[src/rtl/mem_access_unit_if.sv]
`default_nettype none
// ============================================================================
// Module      : mem_access_unit_if
// Description : Core request/response and SRAM bus bundle for mem_access_unit.
// Revision    : 1.0  initial release
// ============================================================================
interface mem_access_unit_if #(
    parameter int ADDR_W = 16,
    parameter int DATA_W = 32
);
    logic              req_valid;
    logic              req_ready;
    logic              req_wr;
    logic [1:0]        req_size;
    logic              req_unsigned;
    logic [ADDR_W-1:0] req_addr;
    logic [DATA_W-1:0] req_wdata;
    logic              resp_valid;
    logic              resp_err;
    logic [DATA_W-1:0] resp_rdata;
    logic              mem_enable;
    logic              mem_wr;
    logic [ADDR_W-1:0] mem_addr;
    logic [DATA_W-1:0] mem_wdata;
    logic [DATA_W-1:0] mem_rdata;

    // master: the access unit itself; slave: the core plus SRAM around it
    modport master (
        input  req_valid, req_wr, req_size, req_unsigned, req_addr, req_wdata, mem_rdata,
        output req_ready, resp_valid, resp_err, resp_rdata,
        output mem_enable, mem_wr, mem_addr, mem_wdata
    );

    modport slave (
        output req_valid, req_wr, req_size, req_unsigned, req_addr, req_wdata, mem_rdata,
        input  req_ready, resp_valid, resp_err, resp_rdata,
        input  mem_enable, mem_wr, mem_addr, mem_wdata
    );
endinterface
`default_nettype wire

[src/rtl/mem_access_unit.sv]
`default_nettype none
// ============================================================================
// Module      : mem_access_unit
// Description : Load/store master for a byte-addressed 32-bit SRAM; sub-word
//               stores are read-modify-write. Optional MAU_ALIGN_CHECK_EN
//               rejects misaligned half/word accesses.
// Revision    : 1.0  initial release
// ============================================================================
module mem_access_unit #(
    parameter int          ADDR_W    = 16,
    parameter int          DATA_W    = 32,
    parameter int unsigned MEM_LIMIT = 65532
) (
    input  wire logic           clk,
    input  wire logic           rst,
    mem_access_unit_if.master   bus
);

    typedef enum logic [2:0] {
        IDLE   = 3'd0,
        READ   = 3'd1,
        RMW_RD = 3'd2,
        WRITE  = 3'd3,
        RESP   = 3'd4,
        ERR    = 3'd5
    } state_t;

    state_t            r_state;
    logic              r_wr;
    logic [1:0]        r_size;
    logic              r_uns;
    logic [ADDR_W-1:0] r_addr;
    logic [DATA_W-1:0] r_merged;
    logic [DATA_W-1:0] r_rdata;

    logic              w_reject;
    logic [DATA_W-1:0] w_load_ext;
    logic [DATA_W-1:0] w_merge;

    always_comb begin
        w_reject = (bus.req_size == 2'b11) ||
                   ({{(32-ADDR_W){1'b0}}, bus.req_addr} >= MEM_LIMIT);
`ifdef MAU_ALIGN_CHECK_EN
        if (bus.req_size == 2'b01 && bus.req_addr[0])
            w_reject = 1'b1;
        if (bus.req_size == 2'b10 && bus.req_addr[1:0] != 2'b00)
            w_reject = 1'b1;
`endif
    end

    always_comb begin
        w_load_ext = bus.mem_rdata;
        case (r_size)
            2'b00:   w_load_ext = {{24{~r_uns & bus.mem_rdata[7]}},  bus.mem_rdata[7:0]};
            2'b01:   w_load_ext = {{16{~r_uns & bus.mem_rdata[15]}}, bus.mem_rdata[15:0]};
            default: w_load_ext = bus.mem_rdata;
        endcase
    end

    // r_merged holds the store data until RMW_RD folds it into the read word
    always_comb begin
        w_merge = bus.mem_rdata;
        case (r_size)
            2'b00:   w_merge = {bus.mem_rdata[31:8],  r_merged[7:0]};
            2'b01:   w_merge = {bus.mem_rdata[31:16], r_merged[15:0]};
            default: w_merge = r_merged;
        endcase
    end

    always_ff @(posedge clk or posedge rst) begin
        if (rst) begin
            r_state  <= IDLE;
            r_wr     <= 1'b0;
            r_size   <= 2'b00;
            r_uns    <= 1'b0;
            r_addr   <= '0;
            r_merged <= '0;
            r_rdata  <= '0;
        end else begin
            case (r_state)
                IDLE: begin
                    if (bus.req_valid) begin
                        r_wr     <= bus.req_wr;
                        r_size   <= bus.req_size;
                        r_uns    <= bus.req_unsigned;
                        r_addr   <= bus.req_addr;
                        r_merged <= bus.req_wdata;
                        r_rdata  <= '0;
                        if (w_reject)
                            r_state <= ERR;
                        else if (!bus.req_wr)
                            r_state <= READ;
                        else if (bus.req_size == 2'b10)
                            r_state <= WRITE;
                        else
                            r_state <= RMW_RD;
                    end
                end
                READ: begin
                    r_rdata <= w_load_ext;
                    r_state <= RESP;
                end
                RMW_RD: begin
                    r_merged <= w_merge;
                    r_state  <= WRITE;
                end
                WRITE:   r_state <= RESP;
                RESP:    r_state <= IDLE;
                ERR:     r_state <= IDLE;
                default: r_state <= IDLE;
            endcase
        end
    end

    // Strobes come straight off the state register so reset kills them at once
    logic w_mem_active;
    assign w_mem_active   = (r_state == READ) || (r_state == RMW_RD) || (r_state == WRITE);

    assign bus.req_ready  = (r_state == IDLE);
    assign bus.resp_valid = (r_state == RESP) || (r_state == ERR);
    assign bus.resp_err   = (r_state == ERR);
    assign bus.resp_rdata = r_rdata;
    assign bus.mem_enable = w_mem_active;
    assign bus.mem_wr     = (r_state == WRITE);
    assign bus.mem_addr   = w_mem_active ? r_addr : '0;
    assign bus.mem_wdata  = (r_state == WRITE) ? r_merged : '0;

endmodule
`default_nettype wire

[src/flat_wrapper.sv]
// flat-port wrapper written by rule: the top's interface ports become plain ports
module mem_access_unit_flat 
#(
    parameter int          ADDR_W    = 16,
    parameter int          DATA_W    = 32,
    parameter int unsigned MEM_LIMIT = 65532
)
  (clk, rst, bus_req_valid, bus_req_wr, bus_req_size, bus_req_unsigned, bus_req_addr, bus_req_wdata, bus_mem_rdata, bus_req_ready, bus_resp_valid, bus_resp_err, bus_resp_rdata, bus_mem_enable, bus_mem_wr, bus_mem_addr, bus_mem_wdata);
  mem_access_unit_if #(.ADDR_W(ADDR_W), .DATA_W(DATA_W)) bus_i ();
  input  wire logic clk;
  input  wire logic rst;
  input wire logic [$bits(bus_i.req_valid)-1:0] bus_req_valid;
  input wire logic [$bits(bus_i.req_wr)-1:0] bus_req_wr;
  input wire logic [$bits(bus_i.req_size)-1:0] bus_req_size;
  input wire logic [$bits(bus_i.req_unsigned)-1:0] bus_req_unsigned;
  input wire logic [$bits(bus_i.req_addr)-1:0] bus_req_addr;
  input wire logic [$bits(bus_i.req_wdata)-1:0] bus_req_wdata;
  input wire logic [$bits(bus_i.mem_rdata)-1:0] bus_mem_rdata;
  output wire logic [$bits(bus_i.req_ready)-1:0] bus_req_ready;
  output wire logic [$bits(bus_i.resp_valid)-1:0] bus_resp_valid;
  output wire logic [$bits(bus_i.resp_err)-1:0] bus_resp_err;
  output wire logic [$bits(bus_i.resp_rdata)-1:0] bus_resp_rdata;
  output wire logic [$bits(bus_i.mem_enable)-1:0] bus_mem_enable;
  output wire logic [$bits(bus_i.mem_wr)-1:0] bus_mem_wr;
  output wire logic [$bits(bus_i.mem_addr)-1:0] bus_mem_addr;
  output wire logic [$bits(bus_i.mem_wdata)-1:0] bus_mem_wdata;
  assign bus_i.req_valid = bus_req_valid;
  assign bus_i.req_wr = bus_req_wr;
  assign bus_i.req_size = bus_req_size;
  assign bus_i.req_unsigned = bus_req_unsigned;
  assign bus_i.req_addr = bus_req_addr;
  assign bus_i.req_wdata = bus_req_wdata;
  assign bus_i.mem_rdata = bus_mem_rdata;
  assign bus_req_ready = bus_i.req_ready;
  assign bus_resp_valid = bus_i.resp_valid;
  assign bus_resp_err = bus_i.resp_err;
  assign bus_resp_rdata = bus_i.resp_rdata;
  assign bus_mem_enable = bus_i.mem_enable;
  assign bus_mem_wr = bus_i.mem_wr;
  assign bus_mem_addr = bus_i.mem_addr;
  assign bus_mem_wdata = bus_i.mem_wdata;
  mem_access_unit #(.ADDR_W(ADDR_W), .DATA_W(DATA_W), .MEM_LIMIT(MEM_LIMIT)) u_core (.clk(clk), .rst(rst), .bus(bus_i));
endmodule
[config.mk]
export PLATFORM = sky130hd
export DESIGN_NAME = mem_access_unit_flat
export DESIGN_NICKNAME = d
export VERILOG_FILES = /design/src/rtl/mem_access_unit_if.sv /design/src/rtl/mem_access_unit.sv /design/src/flat_wrapper.sv
export SDC_FILE = /design/constraint.sdc
export NUM_CORES = 1
export LEC_CHECK = 0
export CORE_MARGIN = 4
export CORE_UTILIZATION = 35
export DETAILED_ROUTE_END_ITERATION = 10
export PLACE_DENSITY = 0.68
export SYNTH_ARGS = -nofsm -noshare
export SYNTH_HDL_FRONTEND = slang
export SYNTH_SLANG_ARGS = --single-unit
export TNS_END_PERCENT = 50
[constraint.sdc]
create_clock -name clk -period 3.25 [get_ports clk]
set_clock_uncertainty 0.2 [all_clocks]
set_input_delay 0.4875 -clock clk [delete_from_list [all_inputs] [get_ports clk]]
set_output_delay 0.4875 -clock clk [all_outputs]
set_load 0.02 [all_outputs]
* Word level (Yosys, flattened, before mapping)
Index checks and enable logic that the tools add are counted.
** Word-level totals
- Word-level logic and storage cells :: 52
- Output and inout bits :: 85
- Register bits :: 86
- Input bits :: 87
** Cells by class
- Mux-type cells :: 13
- Eq/ne operators :: 12
- Bitwise logic cells :: 4
- Magnitude comparators :: 1
- Reductions and logical operators :: 14
** Operator list (number)
- case mux 32 bit (2 select lines) :: 4
- two-way mux 32 bit :: 3
- greater-or-equal comparator 16 bit (second input constant) :: 1
- two-way mux 16 bit :: 1
- two-way mux 3 bit :: 3
- case mux 3 bit (3 select lines) :: 1
- equality test 3 x 2 -> 1 bit (second input constant) :: 2
- equality test 3 bit (second input constant) :: 2
- inequality test 2 bit (second input constant) :: 3
- AND reduction 3 bit :: 2
- equality test 2 bit (second input constant) :: 2
- logical OR 1 bit :: 4
- AND reduction 2 bit :: 2
- AND reduction 4 bit :: 1
- nonzero test 2 bit :: 2
- equality test 3 x 1 -> 1 bit (second input constant) :: 1
- logical NOT 3 bit :: 1
- inequality test 3 bit (second input constant) :: 1
- AND 1 bit :: 2
- equality test 2 x 1 -> 1 bit (second input constant) :: 1
- logical NOT 2 bit :: 1
- NOT 1 bit :: 2
- OR reduction 2 bit :: 1
- two-way mux 1 bit :: 1

* Longest topological paths before layout
- Depth in word-level cells :: 6
- Depth in mapped cells :: 6
- Depth with buffers taken out :: 3

* Least setup slack after synthesis
No wires, ideal clock.
- Path kind :: reg-to-output
- Start :: register u_core.r_state[2]
- End :: output bus_mem_addr[10]
- Cell stages (with the launch flop) :: 5
- Data arrival time :: 1429 ps
- Slack :: 1133 ps
- Cells stage by stage :: dfrtp_1 buf_2 nor2_1 clkbuf_1 and2_1
** Between the ends
- Longest elaborated chain between the ends :: 4
- Elaborated cells between the ends (all ways) :: 6
- Classes of those cells :: eq/ne: 3; mux: 1; reduce/logical: 2
** RTL lines
- start, declared :: RTL line mem_access_unit.sv:28 : state_t r_state;
- start signal, assigned :: RTL line mem_access_unit.sv:72 : r_state <= IDLE;
- start signal, assigned :: RTL line mem_access_unit.sv:90 : r_state <= ERR;
- start signal, assigned :: RTL line mem_access_unit.sv:92 : r_state <= READ;
- equality test 3 x 1 -> 1 bit or equality test 3 x 2 -> 1 bit (tied branches) :: RTL line mem_access_unit.sv:117 : assign w_mem_active = (r_state == READ) || (r_state == RMW_RD) || (r_state == WRITE);
- logical OR 1 bit :: RTL line mem_access_unit.sv:117
- logical OR 1 bit (*) :: RTL line mem_access_unit.sv:117
- via bus_mem_enable :: RTL line flat_wrapper.sv:23 : output wire logic [$bits(bus_i.mem_enable)-1:0] bus_mem_enable;
- two-way mux 16 bit (*) :: RTL line mem_access_unit.sv:125 : assign bus.mem_addr = w_mem_active ? r_addr : '0;
- end, declared :: RTL line flat_wrapper.sv:25 : output wire logic [$bits(bus_i.mem_addr)-1:0] bus_mem_addr;
The timed path passes the listed nets; every way through them passes the cells marked *.

* Final worst setup path
- Start :: register u_core.r_state[1]
- End :: output bus_mem_wdata[23]
** Between the ends
- Longest elaborated chain between the ends :: 2
** RTL lines
- equality test 3 x 2 -> 1 bit :: RTL line mem_access_unit.sv:126 : assign bus.mem_wdata = (r_state == WRITE) ? r_merged : '0;
- two-way mux 32 bit :: RTL line mem_access_unit.sv:126
- end, declared :: RTL line flat_wrapper.sv:26 : output wire logic [$bits(bus_i.mem_wdata)-1:0] bus_mem_wdata;
Every way passes these cells.

==> metrics.yaml <==
grt:
  use_met1_pct: 23.4
  grt_max_degree: 48
  grt_util_all_layers_pct: 16.7
  grt_pass1_vias: 3353
  grt_use_met3_pct: 4.86
  grt_most_used_layer: "met2"
  grt_pass1_wl_mm: 17.7
  overflow: 0
  antenna_found_initial: 0
  met2_usage_pct: 24.9
worst_setup_path:
  crit_start: "u_core.r_state[1]$_DFFE_PP0P_"
  crit_fanout: 21
  critPathLaunchType: "flip-flop"
  path_class: "flip-flop to output pin"
  endpoint_kind: "output pin"
  cp.arrival_ps: 2190
  reg2reg_from: "u_core.r_state[1]$_DFFE_PP0P_"
  required_ps: 2560
logic_synthesis:
  yosysTopAreaCell: "dfrtp_1"
  synth_fa_ha_area_share_pct: 0
  muxShareOfSynthArea_pct: 20.9
  synth_most_common_cell: "dfrtp_1"
  synth_cells: 324
  ys_types: 36
  synth_edf_count: 0
  ys.warnings.count: 0
  synth-seq-cells: 86
  synth_common_cells: "dfrtp_1 (86), mux2_2 (76), and2_1 (49)"
  synth_xor_area_share_pct: 0
  syn-num-nets: 411
  synth_area_leaders: "dfrtp_1 (53%), mux2_2 (21%), and2_1 (7.5%)"
  yosys.area_share.simple_pct: 11.5
  synth_top_family_by_area: "multiplexers"
  async_reset_ff_share_pct: 100
  seq_area_frac_synth_pct: 52.6
  avgSynthCellArea_um2: 12.6
  synth_ff_type: "dfrtp_1"
  syn_area_um2: 4090
  synth_compound_area_share_pct: 11.8
  yosys.area.top_type_share_pct: 52.6
power:
  p_int_mw: 3.70
  power.density_nw_per_um2: 919
  clkPwrFrac_pct: 18.0
  pwr-share-seq_pct: 32.5
  vdd_drop_max_mv: 0.581
  switching_power_mw: 2.07
  leakage_nw: 2.52
  combPwrFrac_pct: 49.5
  swShare_pct: 35.9
die:
  dieArea_um2: 13500
  initial_core_util_pct: 35.8
  ios: 172
  die_y_um: 116
  rows: 39
  core_area_um2: 11400
  die_x_um: 116
run:
  max-cap-violations: 0
routing:
  via_per_inst: 4.98
  ant_nets: 0
  drc: 0
  drtPass1Iterations: 4
  drtIter0Drc: 121
  wl_per_cell_um: 17.4
  vias: 3196
  finalWirelength_mm: 11.1
sta:
  setup_viol: 0
  slew-limit-headroom_pct: 27.5
  max_freq_mhz: 348
  finalHoldViolCount: 0
  min_period_ps: 2880
  final.period_utilization_pct: 88.5
  finalMaxSlewViolations: 0
  worst_pin_slew_ps: 1080
  grt_setup_unrepaired: "no"
  setup-tns-final_ps: 0
clock_network:
  htree_num_levels: 3
  post_cts_buffers: 0
  clockRootBuffer: "clkbuf_16"
  cts_made_buffers: 9
  clock_sinks: 86
  cts_buffer_depth: 2
  cts_hold_buffers: 0
  clkTransAtPathRegs_ps: 60
  cts_tree: "done"
  ctsResizeCount: 0
  clk_latency_ps: 330
finish:
  seqCellArea_um2: 2150
  multi_input_area_um2: 1820
  drive_above_1_share_pct: 22.4
  nFillCells: 1005
  finalNonFillerCells: 642
  area_growth_pct: 53.5
  nets: 581
  n_antenna_cell: 0
run_status:
  status: "finished, final reports clean"
placed_design:
  place.port_buffers: 171
  placed_cells: 626
  hpwl_mm: 8.24
  gp_congestion: 0.743
worst_hold_path:
  min_from: "u_core.bus.resp_rdata[29]$_DFFE_PP0P_"
  hold_class: "flip-flop to flip-flop"
layout make-up:
type	count	area share, %
sequential	86	34.3
clock inverter	4	0.718
clock buffer	12	4.09
timing repair buffer	181	28.9
multi-input combinational	214	29.0
tap	143	2.85
inverter	2	0.140
through the flow:
stage          utilization, %  worst slack (ps)  total power, mW  hold slack, ps  cell area (um2)
2_1_floorplan               -               341             3.64             272             4090
3_3_place_gp             52.3               750             4.72             270             5970
3_5_place_dp             52.3               648             4.78             275             5970
4_1_cts                  55.0               338             5.83             290             6280
5_1_grt                  55.0               207             6.12             304             6280
6_report                 55.0               373             5.77             287             6280
worst paths after layout:
kind / endpoint / slack, ps / depth (start not counted)
worst max-delay path: bus_mem_wdata[23] / 370 / 5
worst min-delay path: u_core.bus.resp_rdata[29]$_DFFE_PP0P_ / 290 / 1
worst max register to register: u_core.r_merged[31]$_DFFE_PP0P_ / 860 / 4
worst min register to register: u_core.bus.resp_rdata[29]$_DFFE_PP0P_ / 290 / 1
max in group asynchronous: u_core.r_merged[16]$_DFFE_PP0P_ / 1760 / 3
min in group asynchronous: u_core.r_merged[19]$_DFFE_PP0P_ / 370 / 2
flip-flops by register name (all words and copies together) (netlist names):
register / cells
u_core.r_size: 2
u_core.r_merged: 32
u_core.r_addr: 16
u_core.r_state: 3
u_core.bus.resp_rdata: 32
u_core.r_uns: 1
cell usage in the layout (no fill, tap or decap), drive strengths merged, types with 2 or more instances in the layout:
| cell | n |
|---|---|
| buf | 10 |
| nor3b | 2 |
| nand4 | 3 |
| a21boi | 2 |
| clkinv | 4 |
| o2bb2ai | 24 |
| mux2 | 76 |
| dfrtp | 86 |
| o21ai | 2 |
| nand2 | 2 |
| clkbuf | 12 |
| nor4b | 2 |
| nor2 | 7 |
| a21oi | 25 |
| a22o | 8 |
| clkdlybuf4s50 | 171 |
| and2 | 49 |
worst max-delay path, stage by stage, from the launching register on:
cell	delay (ps)
dfrtp_1	600
nand2_1	120
nor2_2	120
buf_4	240
and2_1	170
clkdlybuf4s50_1	610
kinds of logic after synthesis:
logic type | Yosys count
flip-flops | 86
multiplexers | 76
AND/OR/NAND/NOR | 73
AO/OA/AOI/OAI | 65
buffers and inverters | 24
layer usage:
| layer | wire length (um) | part of all wire (%) |
|---|---|---|
| met5 | 0 | 0 |
| met4 | 138 | 1.2 |
| met3 | 960 | 8.6 |
| met2 | 4950 | 44 |
| met1 | 5090 | 46 |
power groups by stage:
stage / Combinational (mW) / Sequential (mW) / Clock [mW]
after detailed placement: 2.89 / 1.89 / 0
after global placement: 2.84 / 1.88 / 0
after floorplan: 1.77 / 1.88 / 0
after CTS: 2.90 / 1.88 / 1.06
after global routing: 3.08 / 1.94 / 1.10
final: 2.86 / 1.87 / 1.04
Power figures use the tool's default switching activity.
